### config.mk
export PLATFORM = sky130hd
export DESIGN_NAME = ts_rcv
export DESIGN_NICKNAME = d
export VERILOG_FILES = /design/src/rtl/ts_rcv_pkg.sv /design/src/rtl/ts_rcv_decode.sv /design/src/rtl/ts_rcv.sv
export SDC_FILE = /design/constraint.sdc
export NUM_CORES = 1
export LEC_CHECK = 0
export CORE_ASPECT_RATIO = 1.2
export CORE_MARGIN = 8
export CORE_UTILIZATION = 51
export CTS_CLUSTER_SIZE = 20
export DETAILED_ROUTE_END_ITERATION = 12
export PLACE_DENSITY = 0.87
export SLEW_MARGIN = 5
export SYNTH_ARGS = -nofsm -noshare
export SYNTH_HDL_FRONTEND = slang
export SYNTH_HIERARCHICAL = 1
export SYNTH_SLANG_ARGS = --single-unit
### constraint.sdc
create_clock -name clk -period 7.4 [get_ports clk]
set_input_delay 2.22 -clock clk [delete_from_list [all_inputs] [get_ports clk]]
set_output_delay 2.22 -clock clk [all_outputs]
set_load 0.05 [all_outputs]
### src/rtl/ts_rcv_pkg.sv
// Shared symbol codes, TS type encoding and the identity-key record used by
// the training-sequence receiver.
package ts_rcv_pkg;

  localparam logic [7:0] COM    = 8'hBC;  // K28.5, start of ordered set
  localparam logic [7:0] PADG12 = 8'hF7;  // K23.7, PAD link/lane number
  localparam logic [7:0] D10_2  = 8'h4A;  // TS1 identifier symbol
  localparam logic [7:0] D5_2   = 8'h45;  // TS2 identifier symbol

  typedef enum logic [1:0] {
    TS_NONE = 2'b00,
    TS_TS1  = 2'b01,
    TS_TS2  = 2'b10
  } ts_type_e;

  // Everything that must match for two TSs to count as identical.
  typedef struct packed {
    ts_type_e   typ;
    logic [7:0] link;
    logic [7:0] lane;
    logic [7:0] nfts;
    logic [7:0] rate;
    logic [7:0] ctrl;
  } ts_key_t;

endpackage

### src/rtl/ts_rcv_decode.sv
// Combinational classifier: one 16-symbol ordered set in, valid flag and
// identity key out. Symbol 0 sits in the top byte.
module ts_rcv_decode
  import ts_rcv_pkg::*;
(
  input  logic [127:0] ts,
  output logic         ok,
  output ts_key_t      key
);

  logic [15:0][7:0] sym;
  logic             same;

  // symbol i lives at sym[15-i]
  assign sym = ts;

  // Symbols 6..15 must all repeat symbol 6; symbol 6 then picks TS1/TS2.
  always_comb begin
    same = 1'b1;
    for (int i = 7; i < 16; i++)
      if (sym[15-i] != sym[9]) same = 1'b0;

    ok       = 1'b0;
    key      = '0;
    key.typ  = TS_NONE;
    if (sym[15] == COM && same && (sym[9] == D10_2 || sym[9] == D5_2)) begin
      ok      = 1'b1;
      key.typ = (sym[9] == D10_2) ? TS_TS1 : TS_TS2;
    end
    key.link = sym[14];
    key.lane = sym[13];
    key.nfts = sym[12];
    key.rate = sym[11];
    key.ctrl = sym[10];
  end

endmodule

### src/rtl/ts_rcv.sv
// Receive-side TS1/TS2 checker. Stage 1 holds the decoded ordered set,
// stage 2 tracks the run of identical TSs and reports to the LTSSM.
module ts_rcv
  import ts_rcv_pkg::*;
#(
  parameter int CONSEC_TARGET = 8,
  parameter int CNT_W         = 4
) (
  input  logic             clk,
  input  logic             rst,
  input  logic             rx_ts_valid,
  input  logic [127:0]     rx_ts,
  input  logic             ts_rcv_clr,
  output logic             to_tsa_ts1_rcvd_enough,
  output logic             to_tsa_ts2_rcvd_enough,
  output logic [1:0]       rx_ts_type,
  output logic [7:0]       rx_link_num,
  output logic [7:0]       rx_lane_num,
  output logic [5:0]       rx_rate,
  output logic [CNT_W-1:0] rx_consec_cnt,
  output logic             rx_ts_err
);

  localparam logic [CNT_W-1:0] CNT_MAX = '1;
  localparam logic [CNT_W-1:0] TARGET  = CNT_W'(CONSEC_TARGET);

  typedef enum logic {S_IDLE, S_TRACK} state_e;

  logic    dec_ok;
  ts_key_t dec_key;

  logic    s1_vld;
  logic    s1_ok;
  ts_key_t s1_key;

  state_e           state;
  ts_key_t          ref_key;
  logic [CNT_W-1:0] cnt;
  logic             err;

  ts_rcv_decode u_dec (
    .ts  (rx_ts),
    .ok  (dec_ok),
    .key (dec_key)
  );

  // Stage 1: capture the decoded set; a clear discards the incoming one.
  always_ff @(posedge clk) begin
    if (rst) begin
      s1_vld <= 1'b0;
      s1_ok  <= 1'b0;
      s1_key <= '0;
    end else begin
      s1_vld <= rx_ts_valid & ~ts_rcv_clr;
      s1_ok  <= dec_ok;
      s1_key <= dec_key;
    end
  end

  // Stage 2: run tracker. Clear also drops whatever sits in stage 1.
  always_ff @(posedge clk) begin
    if (rst || ts_rcv_clr) begin
      state   <= S_IDLE;
      ref_key <= '0;
      cnt     <= '0;
      err     <= 1'b0;
    end else begin
      err <= 1'b0;
      if (s1_vld) begin
        if (!s1_ok) begin
          state   <= S_IDLE;
          ref_key <= '0;
          cnt     <= '0;
          err     <= 1'b1;
        end else if (state == S_TRACK && s1_key == ref_key) begin
          if (cnt != CNT_MAX) cnt <= cnt + 1'b1;
        end else begin
          state   <= S_TRACK;
          ref_key <= s1_key;
          cnt     <= CNT_W'(1);
        end
      end
    end
  end

  assign rx_ts_type    = ref_key.typ;
  assign rx_link_num   = ref_key.link;
  assign rx_lane_num   = ref_key.lane;
  assign rx_rate       = ref_key.rate[5:0];
  assign rx_consec_cnt = cnt;
  assign rx_ts_err     = err;

  // Level flags straight off the registered run state; never sticky.
  assign to_tsa_ts1_rcvd_enough = (ref_key.typ == TS_TS1) && (cnt >= TARGET);
  assign to_tsa_ts2_rcvd_enough = (ref_key.typ == TS_TS2) && (cnt >= TARGET);

endmodule

==> results.toml, run 1 <==
[finish]
area_delta_synth_final_pct = 26.9
regArea_sq_um = 1840
drive_above_1_share = 0.0568
fillers = 793
n_antenna_cell = 0
postLayoutCellArea_sq_um = 6530
fin_nets = 799
multi_input_area_sq_um = 2590

[synth]
synthSimpleGateAreaFrac = 0.317
ys_async_sr_fraction = 0
synth_top_family_by_area = "simple AND/OR/NAND/NOR gates"
synth-main-ff-cell = "dfxtp_1"
synth_cell_types = 51
synth-compound-area-share = 0.0955
synth_cells = 586
synthTopCellsByArea = "dfxtp_1, buf_4, xnor2_1"
avgSynthCellArea_sq_um = 8.78
syn_area_sq_um = 5150
yosys.area_share.adder = 0.00486
synth_xor_area_frac = 0.0783
synth.area.mux_share = 0.00656
synth_edf_count = 0
yosysWarnings = 6
synth_top_area_frac = 0.358
synth_top_cell_by_area = "dfxtp_1"
syn_nets = 720
synth-seq-area-share = 0.358
ys_seq_elements = 92

[power_and_ir_drop]
peakVddDrop_mv = 0.0983
pwr_density_cell_nw_per_um2 = 169
leakage_nw = 2.08
total_power_mw = 1.10

[timing]
rsz0062_at_grt = "false"
worstMarginPinSlew_ns = 0.849
fmax_ghz = 0.235
finalHoldViolations = 0
slew_headroom = 0.433
slew_viol_final = 0
fin_setup_tns_ns = 0
finalSetupViolCount = 0
period_share = 0.576
fin_skew_ns = 0.0118
layout_min_cycle_time_ns = 4.26

[placement]
io_buffers = 162
dpl-instance-area_sq_um = 6240
dp_hpwl_mm = 10.6
gp_congestion = 0.792

[cts]
cts.sink_count = 92
clock_latency_ns = 0.34
post_cts_buffers = 0
cts-root-buf = "clkbuf_16"
cts_hold_buf = 0
cts_buffer_depth = 2
cts_resized = 0
clkSlewWorstSetupHoldPaths_ns = 0.06
cts_htree_levels = 3
cts_tree = "built"
cts_made_buffers = 9

[setup_path]
crit_required_ns = 7.66
crit_chain = "clkdlybuf4s50_1 -> or4b_1 -> or4_1 -> nor4_1 -> nand4_1 -> nor3b_1 -> nor2b_1"
path_max_fanout = 7
crit_family = "simple AND/OR/NAND/NOR gates"
max_stage_delay_ns = 0.51
crit_type = "in -> reg"
crit_buf_inv = 1
worstSetupEndpointType = "register"
cp.arrival_ns = 4.52
cp-start-kind = "input port"
critPathSlowestCell = "clkdlybuf4s50_1"

[route]
antenna_left = 0
wl_mm = 13.7
viasPerCell = 5.50
wire_per_inst_um = 17.2
drc = 0
vias = 4376
drtIter0Drc = 222
first_pass_iters = 4

[floorplanning]
initial_utilization = 0.519
rows = 40
die_w_um = 108
die_y_um = 126
core_area_sq_um = 9910
ios = 163
dieArea_sq_um = 13600

[global_routing]
use_met3 = 0.0449
met1_usage = 0.206
grtUsageMet2 = 0.368
grt.total_usage = 0.199
grt_max_degree = 56
grt-ovfl-total = 0
antenna_found_initial = 0
grt_pass1_wl_mm = 21.8
grt_pass1_vias = 4487
top_usage_layer = "met2"

[flow_run]
drv_cap = 0

[hold_path]
worstHoldPathType = "reg -> reg"

[outcome]
status = "finished clean"
## report_power, final
group | leakage (nW) | internal, mW | total [mW] | switching [mW]
Combinational | 1.19 | 0.0875 | 0.136 | 0.0486
Sequential | 0.752 | 0.507 | 0.516 | 0.00843
Clock | 0.135 | 0.262 | 0.451 | 0.189
Total | 2.08 | 0.857 | 1.10 | 0.246
## path summary, 6_finish.rpt
path | start | end | slack [ns] | depth (start not counted)
worst max-delay path | rx_ts[76] | s1_key[40] | 3.14 | 7
worst min-delay path | ref_key[7] | ref_key[7] | 0.48 | 2
worst max register to register | rx_ts_type[0] | rx_consec_cnt[3] | 4.45 | 6
worst min register to register | ref_key[7] | ref_key[7] | 0.48 | 2
## kinds of logic after synthesis
logic type	after synthesis
simple gates	275
buf+inv	100
fa+ha+maj	2
flops	92
compound gates	69
xor+xnor	46
mux	2
## cells in the final DEF (no fill, tap or decap), types with 3 or more instances in the layout
cell / instances
nand3_1: 7
and3_1: 12
inv_1: 3
clkdlybuf4s50_1: 161
a31oi_1: 23
dfxtp_1: 92
o21ai_0: 5
nor2b_1: 43
buf_4: 3
and2_1: 21
nand4_1: 38
nand2b_1: 13
or2b_2: 8
nor3_1: 14
o2bb2ai_1: 21
nor4_1: 11
nand2_1: 49
or4_1: 4
or2_0: 22
and4_1: 4
nor2_1: 10
clkbuf_16: 9
xnor2_1: 46
a21oi_1: 4
o22ai_1: 7
## Yosys cell counts (all sizes together), types with 2 or more instances
library cell	n
nand4	38
a21oi	4
or4	4
nor2	11
nand2	49
nor4	13
nand3	8
nor2b	43
and3	14
xnor2	46
ha	2
dfxtp	92
o22ai	7
and4	6
nor4bb	2
a31oi	23
clkbuf	24
a2bb2oi	2
and2	21
nor3	14
nor3b	2
o21a	2
nand2b	13
dlygate4sd1	2
or2b	10
o2bb2ai	21
buf	71
inv	3
or2	23
o21ai	5
## state kept, by name, indices dropped and copies added (netlist names)
name / flops
rx_rate: 6
rx_lane_num: 8
s1_key: 42
rx_ts_type: 2
ref_key: 18
rx_ts_err: 1
rx_link_num: 8
s1_ok: 1
s1_vld: 1
state: 1
rx_consec_cnt: 4
## layer usage
metal / part of all wire / wire (um)
met1: 0.37 / 5130
met2: 0.55 / 7460
met3: 0.054 / 732
met4: 0.025 / 348
met5: 0 / 0
## per-stage QoR
step,hold WS [ns],cells,utilization,setup slack [ns]
2_1_floorplan,0.436,586,-,3.48
3_3_place_gp,0.460,780,0.630,2.84
3_5_place_dp,0.467,780,0.630,2.82
4_1_cts,0.475,795,0.659,3.15
5_1_grt,0.498,795,0.659,3.08
6_report,0.476,795,0.659,3.14
## layout make-up
class                      instances  area share
clock buffer                      10      0.0351
multi-input combinational        394       0.397
timing repair buffer             165       0.251
sequential                        92       0.282
inverter                           3     0.00172
clock inverter                     5     0.00958
tap                              126      0.0241
## tightest hold or removal path, cell delays in order (launching register included)
cell and delay, ns:
dfxtp_1 0.32, nand2_1 0.05, o2bb2ai_1 0.06
Power figures use the tool's default switching activity.
==> inputs of run 2 (changes only) <==
--- a/config.mk
+++ b/config.mk
@@ -7,10 +7,10 @@
 export LEC_CHECK = 0
 export CORE_ASPECT_RATIO = 1.2
 export CORE_MARGIN = 8
-export CORE_UTILIZATION = 51
+export CORE_UTILIZATION = 47
 export CTS_CLUSTER_SIZE = 20
 export DETAILED_ROUTE_END_ITERATION = 12
-export PLACE_DENSITY = 0.87
+export PLACE_DENSITY = 0.81
 export SLEW_MARGIN = 5
 export SYNTH_ARGS = -nofsm -noshare
 export SYNTH_HDL_FRONTEND = slang
==> constraint.sdc (replaced) <==
create_clock -name clk -period 4.4 [get_ports clk]
set_input_delay 1.32 -clock clk [delete_from_list [all_inputs] [get_ports clk]]
set_output_delay 1.32 -clock clk [all_outputs]
set_load 0.05 [all_outputs]
==> run 2 against run 1 <==
Net effect: final area increased by 0.48%; hold slack improved by 0.0029 ns; count of clock-buffer cells in the layout unchanged; core utilization decreased by 5.6 points.
==> results.toml, run 2 (synthesis results as in run 1) <==
[global_routing]
met1_usage = 0.185
grt_pass1_wl_mm = 21.6
antenna_found_initial = 0
grtUsageMet2 = 0.348
top_usage_layer = "met2"
grt_pass1_vias = 4487
grt-ovfl-total = 0
grt_max_degree = 57
grt.total_usage = 0.184
use_met3 = 0.0533

[floorplanning]
die_y_um = 131
dieArea_sq_um = 14600
core_area_sq_um = 10900
ios = 163
initial_utilization = 0.473
rows = 42
die_w_um = 112

[placement]
dpl_worst_slack_ns = 0.675
dp_hpwl_mm = 10.6
gp_congestion = 0.886
io_buffers = 162
place_inst = 788

[finish]
fin_cells = 804
fillers = 937
regMostFlops = "s1_key"
layout_common_cells = "clkdlybuf4s50_1, dfxtp_1, nand2_1"
n_antenna_cell = 0
multi_input_area_sq_um = 2590
largest_reg_flops = 42
drive_above_1_share = 0.0610
final_common_cell = "clkdlybuf4s50_1"
area_delta_synth_final_pct = 27.5
fin_nets = 801
reg_top3 = "s1_key x42, ref_key x18"
regArea_sq_um = 1840

[hold_path]
holdPathStages = 2
min_from = "ref_key[7]"
worstHoldPathType = "reg -> reg"
hold_end = "ref_key[7]"

[setup_path]
cp-start-kind = "input port"
regToRegStartpoint = "ref_key[0]"
worstSetupEndpointType = "register"
path_max_fanout = 7
rrSetupSlack_ns = 2.23
timing.rr.end = "ref_key[18]"
cp.arrival_ns = 3.70
reg2reg_depth = 7
crit_type = "in -> reg"
crit_required_ns = 4.66

[power_and_ir_drop]
internal_power_mw = 1.45
clkPwrFrac = 0.416
total_power_mw = 1.88
leakage_nw = 2.10
p_sw_mw = 0.429
peakVddDrop_mv = 0.160
p_sw_frac = 0.228
pwr-share-seq = 0.462
power_frac_comb = 0.122
pwr_density_cell_nw_per_um2 = 286

[timing]
period_share = 0.780
layout_min_cycle_time_ns = 3.43
finalHoldViolations = 0
fin_hold_ws_ns = 0.479
fin_skew_ns = 0.00840
slew_headroom = 0.476
setup_ws_ns = 0.969
rsz0062_at_grt = "false"
worstMarginPinSlew_ns = 0.787
fin_setup_tns_ns = 0
fmax_ghz = 0.291
slew_viol_final = 0
finalSetupViolCount = 0

[route]
drtIter0Drc = 173
drc = 0
vias = 4365
antenna_left = 0
wire_per_inst_um = 17.3
first_pass_iters = 6
viasPerCell = 5.43
wl_mm = 13.9

[cts]
cts_htree_levels = 3
clkSlewWorstSetupHoldPaths_ns = 0.06
cts_hold_buf = 0
cts_resized = 0
cts_buffer_depth = 2
cts-root-buf = "clkbuf_16"
cts.sink_count = 92
cts_made_buffers = 9
post_cts_buffers = 0
clock_latency_ns = 0.33
cts_tree = "built"

[outcome]
status = "finished clean"

[flow_run]
drv_cap = 0
==> run 2: changes by cell type in the layout (fill, tap and decap cells not counted), sizes merged <==
cell and change:
inv +2, clkinvlp -1, buf +2
==> run 2: power by group through the flow <==
stage / sequential (mW) / clock (mW) / combinational, mW
2_1_floorplan: 0.884 / 0 / 0.108
3_3_place_gp: 0.885 / 0 / 0.223
3_5_place_dp: 0.887 / 0 / 0.228
4_1_cts: 0.868 / 0.790 / 0.229
5_1_grt: 0.870 / 0.825 / 0.246
6_report: 0.868 / 0.780 / 0.229
==> run 2: per-layer routing <==
metal	vias up	routed length [um]	share of wire
li1	2151	-	-
met1	2041	5350	0.38
met2	146	7310	0.52
met3	27	898	0.064
met4	0	371	0.027
met5	-	0	0
==> run 2: worst max-delay path by stage <==
stage | startpoint | endpoint
5_1_grt | rx_ts[76] | s1_ok
3_3_place_gp | rx_ts[76] | s1_key[41]
4_1_cts | rx_ts[76] | s1_key[40]
2_1_floorplan | rx_ts[120] | s1_key[40]
6_report | rx_ts[76] | s1_key[40]
3_5_place_dp | rx_ts[76] | s1_key[40]
==> run 2: through the flow <==
stage / cell area [sq um] / utilization
6_report: 6560 / 0.603
5_1_grt: 6560 / 0.603
4_1_cts: 6560 / 0.603
3_5_place_dp: 6260 / 0.576
3_3_place_gp: 6260 / 0.576
2_1_floorplan: 5150 / -
==> run 2: worst max-delay path: stages <==
cell	delay (ns)
clkdlybuf4s50_1	0.49
or4b_1	0.51
or4_1	0.53
nor4_1	0.27
nand4_1	0.19
nor3b_1	0.23
nor2b_1	0.15
==> run 2: final cells by class <==
cell class / count / share of cell area
Sequential cell: 92 / 0.281
Timing Repair Buffer: 167 / 0.252
Multi-Input combinational cell: 394 / 0.395
Clock inverter: 6 / 0.0109
Clock buffer: 10 / 0.0349
Inverter: 3 / 0.00172
Tap cell: 132 / 0.0252
==> edit 1: new RTL, settings of run 1 <==
Reset style: asynchronous (`rst`), changed in one clocked block.
--- a/src/rtl/ts_rcv.sv
+++ b/src/rtl/ts_rcv.sv
@@ -46,5 +46,5 @@
 
   // Stage 1: capture the decoded set; a clear discards the incoming one.
-  always_ff @(posedge clk) begin
+  always_ff @(posedge clk or posedge rst) begin
     if (rst) begin
       s1_vld <= 1'b0;
Function: same outputs for any inputs over 10 cycles, from zero or initial values and one cycle with rst high; that may be too few to reach the edited logic, so the function may still have changed.
==> edit 1 against run 1 <==
  * Total power decreased by 11%
  * Area after synthesis shrank 11%
  * Hold slack got worse by 0.0093 ns
  * Design area fell by 7.6%
  * Sequential cell count stayed put
  * Critical path type is now reg -> out
  * Die area shrank 9.2%
  * Routed wire length decreased by 6.4%
  * Highest routed layer unchanged
  * Setup slack better by 0.13 ns
  * Non-clock buffer count is the same
==> edit 1: results (changes against run 1) <==
| Metric | Value |
|---|---|
| Status | `finished, final reports clean` |
| Cell Pwr Density | `163 nW/um^2 (-3.6%)` |
| Final WL | `12800 um (-6.4%)` |
| Global placement routability congestion | `0.850 (+7.4%)` |
| Synthesized netlist cell count | `501 (-15%)` |
| Post-synth top cells | `64 x buf_4, 53 x nand3_1, 49 x nand2_1` |
| Cells after DPL | `700 (-10%)` |
| CP Max Fanout | `7 (unchanged)` |
| Initial drt markers | `261 (+18%)` |
| Peak per-stage delay on the critical path | `0.83 ns (+0.32 ns)` |
| Post-synthesis sequential area ratio | `44.8% (+9.1 points)` |
| GR Util All Layers | `20.7% (+0.82 points)` |
| Peak VDD IR | `0.0000909 V (-7.5%)` |
| DR WL met2 | `6520 um (-13%)` |
| Global-route wire length before repair | `20000 um (-8.3%)` |
| Sequential power | `518 uW (about the same)` |
| Layout cell share with drive strength beyond 1 | `5.03% (-0.65 points)` |
| Pre-CTS setup slack | `2.91 ns (+0.0850 ns)` |
| M2 GR Usage | `36.5% (-0.24 points)` |
| Area contributors post-synth | `dfrtp_1 24%, dfxtp_1 21%, buf_4 10%` |
| HPWL Detailed | `9960 um (-5.7%)` |
| Largest net degree at the start of global routing | `50 (-11%)` |
| Post-CTS Setup Inserts | `0 (unchanged)` |
| Critical Path AT | `1.91 ns (-2.61 ns)` |
| Setup Skew | `0.00745 ns (-0.00434 ns)` |
| H-tree Lvls | `3 (unchanged)` |
| Synth cell types | `51 (unchanged)` |
| Placement Cell Area | `5830 um^2 (-6.6%)` |
| Proportion of power drawn by the clock network | `34.1% (-6.8 points)` |
| WL met1 | `4380 um (-14%)` |
| First-pass iteration count of the detailed router | `6 (+2)` |
| CP top delay family | `buffers and inverters` |
| Root buf cell | `clkbuf_8` |
| Register Area | `2060 um^2 (+12%)` |
| Clock-pin slew on the worst setup and hold paths | `0.08 ns (+0.02 ns)` |
| Post-Syn Nets | `635 (-12%)` |
| # nets final | `725 (-9.3%)` |
| Power Internal | `762 uW (-11%)` |
| Leakage | `2.06 nW (-0.89%)` |
| GR Util met3 | `7.82% (+3.3 points)` |
| Fill cell count | `677 (-15%)` |
| GR Util met1 | `20.2% (-0.46 points)` |
| Vias in the first global route | `4284 (-4.5%)` |
| WL per Instance | `17.9 um (+3.9%)` |
| Vias/cell | `5.56 (+1.0%)` |
## edit 1: final cells by class
cell class | instances | share of cell area [%]
sequential | 92 | 34.2
inverter | 8 | 0.498
tap | 120 | 2.49
timing repair buffer | 165 | 27.3
multi-input combinational | 315 | 32.2
clock buffer | 12 | 2.57
clock inverter | 4 | 0.788
## edit 1: cells by family after synthesis
family | synth area share, %
AO/OA/AOI/OAI | 9.74
multiplexers | 0.490
buffers and inverters | 12.9
AND/OR/NAND/NOR | 24.5
flip-flops | 44.8
XOR/XNOR | 7.05
adder cells (fa/ha/maj) | 0.544
## edit 1: final timing paths
kind                                  startpoint                      to  slack [ns]  cells after the start
max in group asynchronous                    rst              s1_key[39]        4.35                      2
worst max register to register            s1_vld                   state        5.57                      5
worst max-delay path            rx_consec_cnt[3]  to_tsa_ts2_rcvd_enough        3.27                      3
worst min register to register       ref_key[17]             ref_key[17]        0.47                      2
min in group asynchronous                    rst              s1_key[19]        2.45                      2
worst min-delay path                 ref_key[17]             ref_key[17]        0.47                      2
==> edit 2: new RTL, config.mk and constraints of run 1 <==
Made on the original files. Set the parameter `CNT_W` to 6 (it was 4).
--- a/src/rtl/ts_rcv.sv
+++ b/src/rtl/ts_rcv.sv
@@ -5,5 +5,5 @@
 #(
   parameter int CONSEC_TARGET = 8,
-  parameter int CNT_W         = 4
+  parameter int CNT_W         = 6
 ) (
   input  logic             clk,
Interface: changed (resized rx_consec_cnt); port bits go from 163 to 165. No check against the original RTL was run, so the function may have changed too.
==> edit 2 against run 1 <==
  * Fmax down 2.2%
  * Clock power down 26%
  * Setup slack worse by 0.097 ns
  * Die area down 7.4%
  * Sequential power up 2%
  * Utilization up 2.4 points
  * First-iteration DRC count down 8.1%
  * Design area down 6.0%
  * Routed wire length down 1.8%
  * Count of clock-buffer cells in the layout down 1
  * Sequential cell count up 2
  * Register-to-register slack better by 0.29 ns
  * Total power down 9.1%
  * Area after synthesis down 8.6%
==> edit 2: results (changes against run 1) <==
| Metric | Value |
|---|---|
| DR WL met2 | `6940 um (-7.0%)` |
| Cells after DPL | `720 (-7.7%)` |
| HPWL Detailed | `10900 um (+3.1%)` |
| Port Buffers | `164 (+1.2%)` |
| Post-synth top cells | `94 x dfxtp_1, 66 x buf_4, 50 x nand2_1` |
| M2 GR Usage | `39.5% (+2.7 points)` |
| Register Area | `1880 um^2 (+2.2%)` |
| Multi-input logic area | `2240 um^2 (-13%)` |
| Area contributors post-synth | `dfxtp_1 40%, buf_4 11%, xor2_1 5.8%` |
| Fill cell count | `676 (-15%)` |
| GR Util met1 | `19.6% (-1.0 points)` |
| GR Util All Layers | `21.4% (+1.5 points)` |
| CP Max Fanout | `45 (+38)` |
| Non-clk invs | `5 (+2)` |
| Non-clk buf share | `27.0% (+1.9 points)` |
| Post-Syn Nets | `652 (-9.4%)` |
| Peak Freq | `230 MHz (-2.2%)` |
| Leakage | `2.28 nW (+9.9%)` |
| Clock-pin slew on the worst setup and hold paths | `0.09 ns (+0.03 ns)` |
| Adder-cell share of the synthesized area | `0.532% (+0.046 points)` |
| Clock tree cell share of total cell area | `3.14% (-1.3 points)` |
| Setup Skew | `0.0133 ns (+0.00153 ns)` |
| Global placement routability congestion | `0.915 (+16%)` |
| Status | `finished, final reports clean` |
| Largest net degree at the start of global routing | `46 (-18%)` |
| Non-clock buffer count in the final layout | `166 (+0.61%)` |
| Finished Layout Cells | `735 (-7.5%)` |
| Critical Path AT | `4.66 ns (+0.14 ns)` |
| Synth Area in Compound Gates | `12.2% (+2.7 points)` |
| # nets final | `745 (-6.8%)` |
| Initial drt markers | `204 (-8.1%)` |
| Sink Count | `94 (+2.2%)` |
| Vias/cell | `5.63 (+2.2%)` |
| Count of multi-input combinational gates | `335 (-15%)` |
| Mux share of post-synthesis cell area | `0.479% (-0.18 points)` |
| XOR/XNOR share of the synthesized area | `9.12% (+1.3 points)` |
| Reg2Reg Setup Slack | `4.74 ns (+0.29 ns)` |
| Synth cell types | `53 (+3.9%)` |
| Post-synthesis sequential area ratio | `40.0% (+4.2 points)` |
| WL met1 | `4630 um (-9.6%)` |
| Clk_lat worst skew | `0.37 ns (+0.03 ns)` |
| Vias in the first global route | `4405 (-1.8%)` |
| GR Util met3 | `9.09% (+4.6 points)` |
| Clkbuf count | `9 (-1)` |
| Pre-CTS setup slack | `2.70 ns (-0.118 ns)` |
| Layout cell share with drive strength beyond 1 | `4.55% (-1.1 points)` |
| Sw Pwr | `240 uW (-2.7%)` |
| Global-route wire length before repair | `21600 um (-1.1%)` |
## edit 2: worst paths after layout
kind	startpoint	cells past startpoint	to
max reg2reg	ref_key[6]	6	rx_consec_cnt[4]
max	rst	7	rx_consec_cnt[4]
min	s1_key[27]	2	rx_lane_num[3]
min reg2reg	s1_key[27]	2	rx_lane_num[3]
## edit 2: power groups by stage
stage	combinational [mW]	sequential, mW	clock (mW)
2_1_floorplan	0.0639	0.537	0
3_5_place_dp	0.139	0.539	0
3_3_place_gp	0.137	0.539	0
5_1_grt	0.151	0.529	0.361
6_report	0.140	0.528	0.334
4_1_cts	0.140	0.528	0.338
## edit 2: worst max-delay path, cell delays in order
cell and delay (ns):
clkdlybuf4s50_1 0.39, buf_4 0.27, nor2_2 0.13, buf_4 0.37, nand2_1 0.15, o22ai_2 0.81, o311a_1 0.30
## edit 2: through the flow
step                hold WS (ns)  area, um^2
floorplan                  0.436        4700
global placement           0.454        5950
detailed placement         0.475        5950
CTS                        0.487        6140
global route               0.511        6140
finish                     0.484        6140
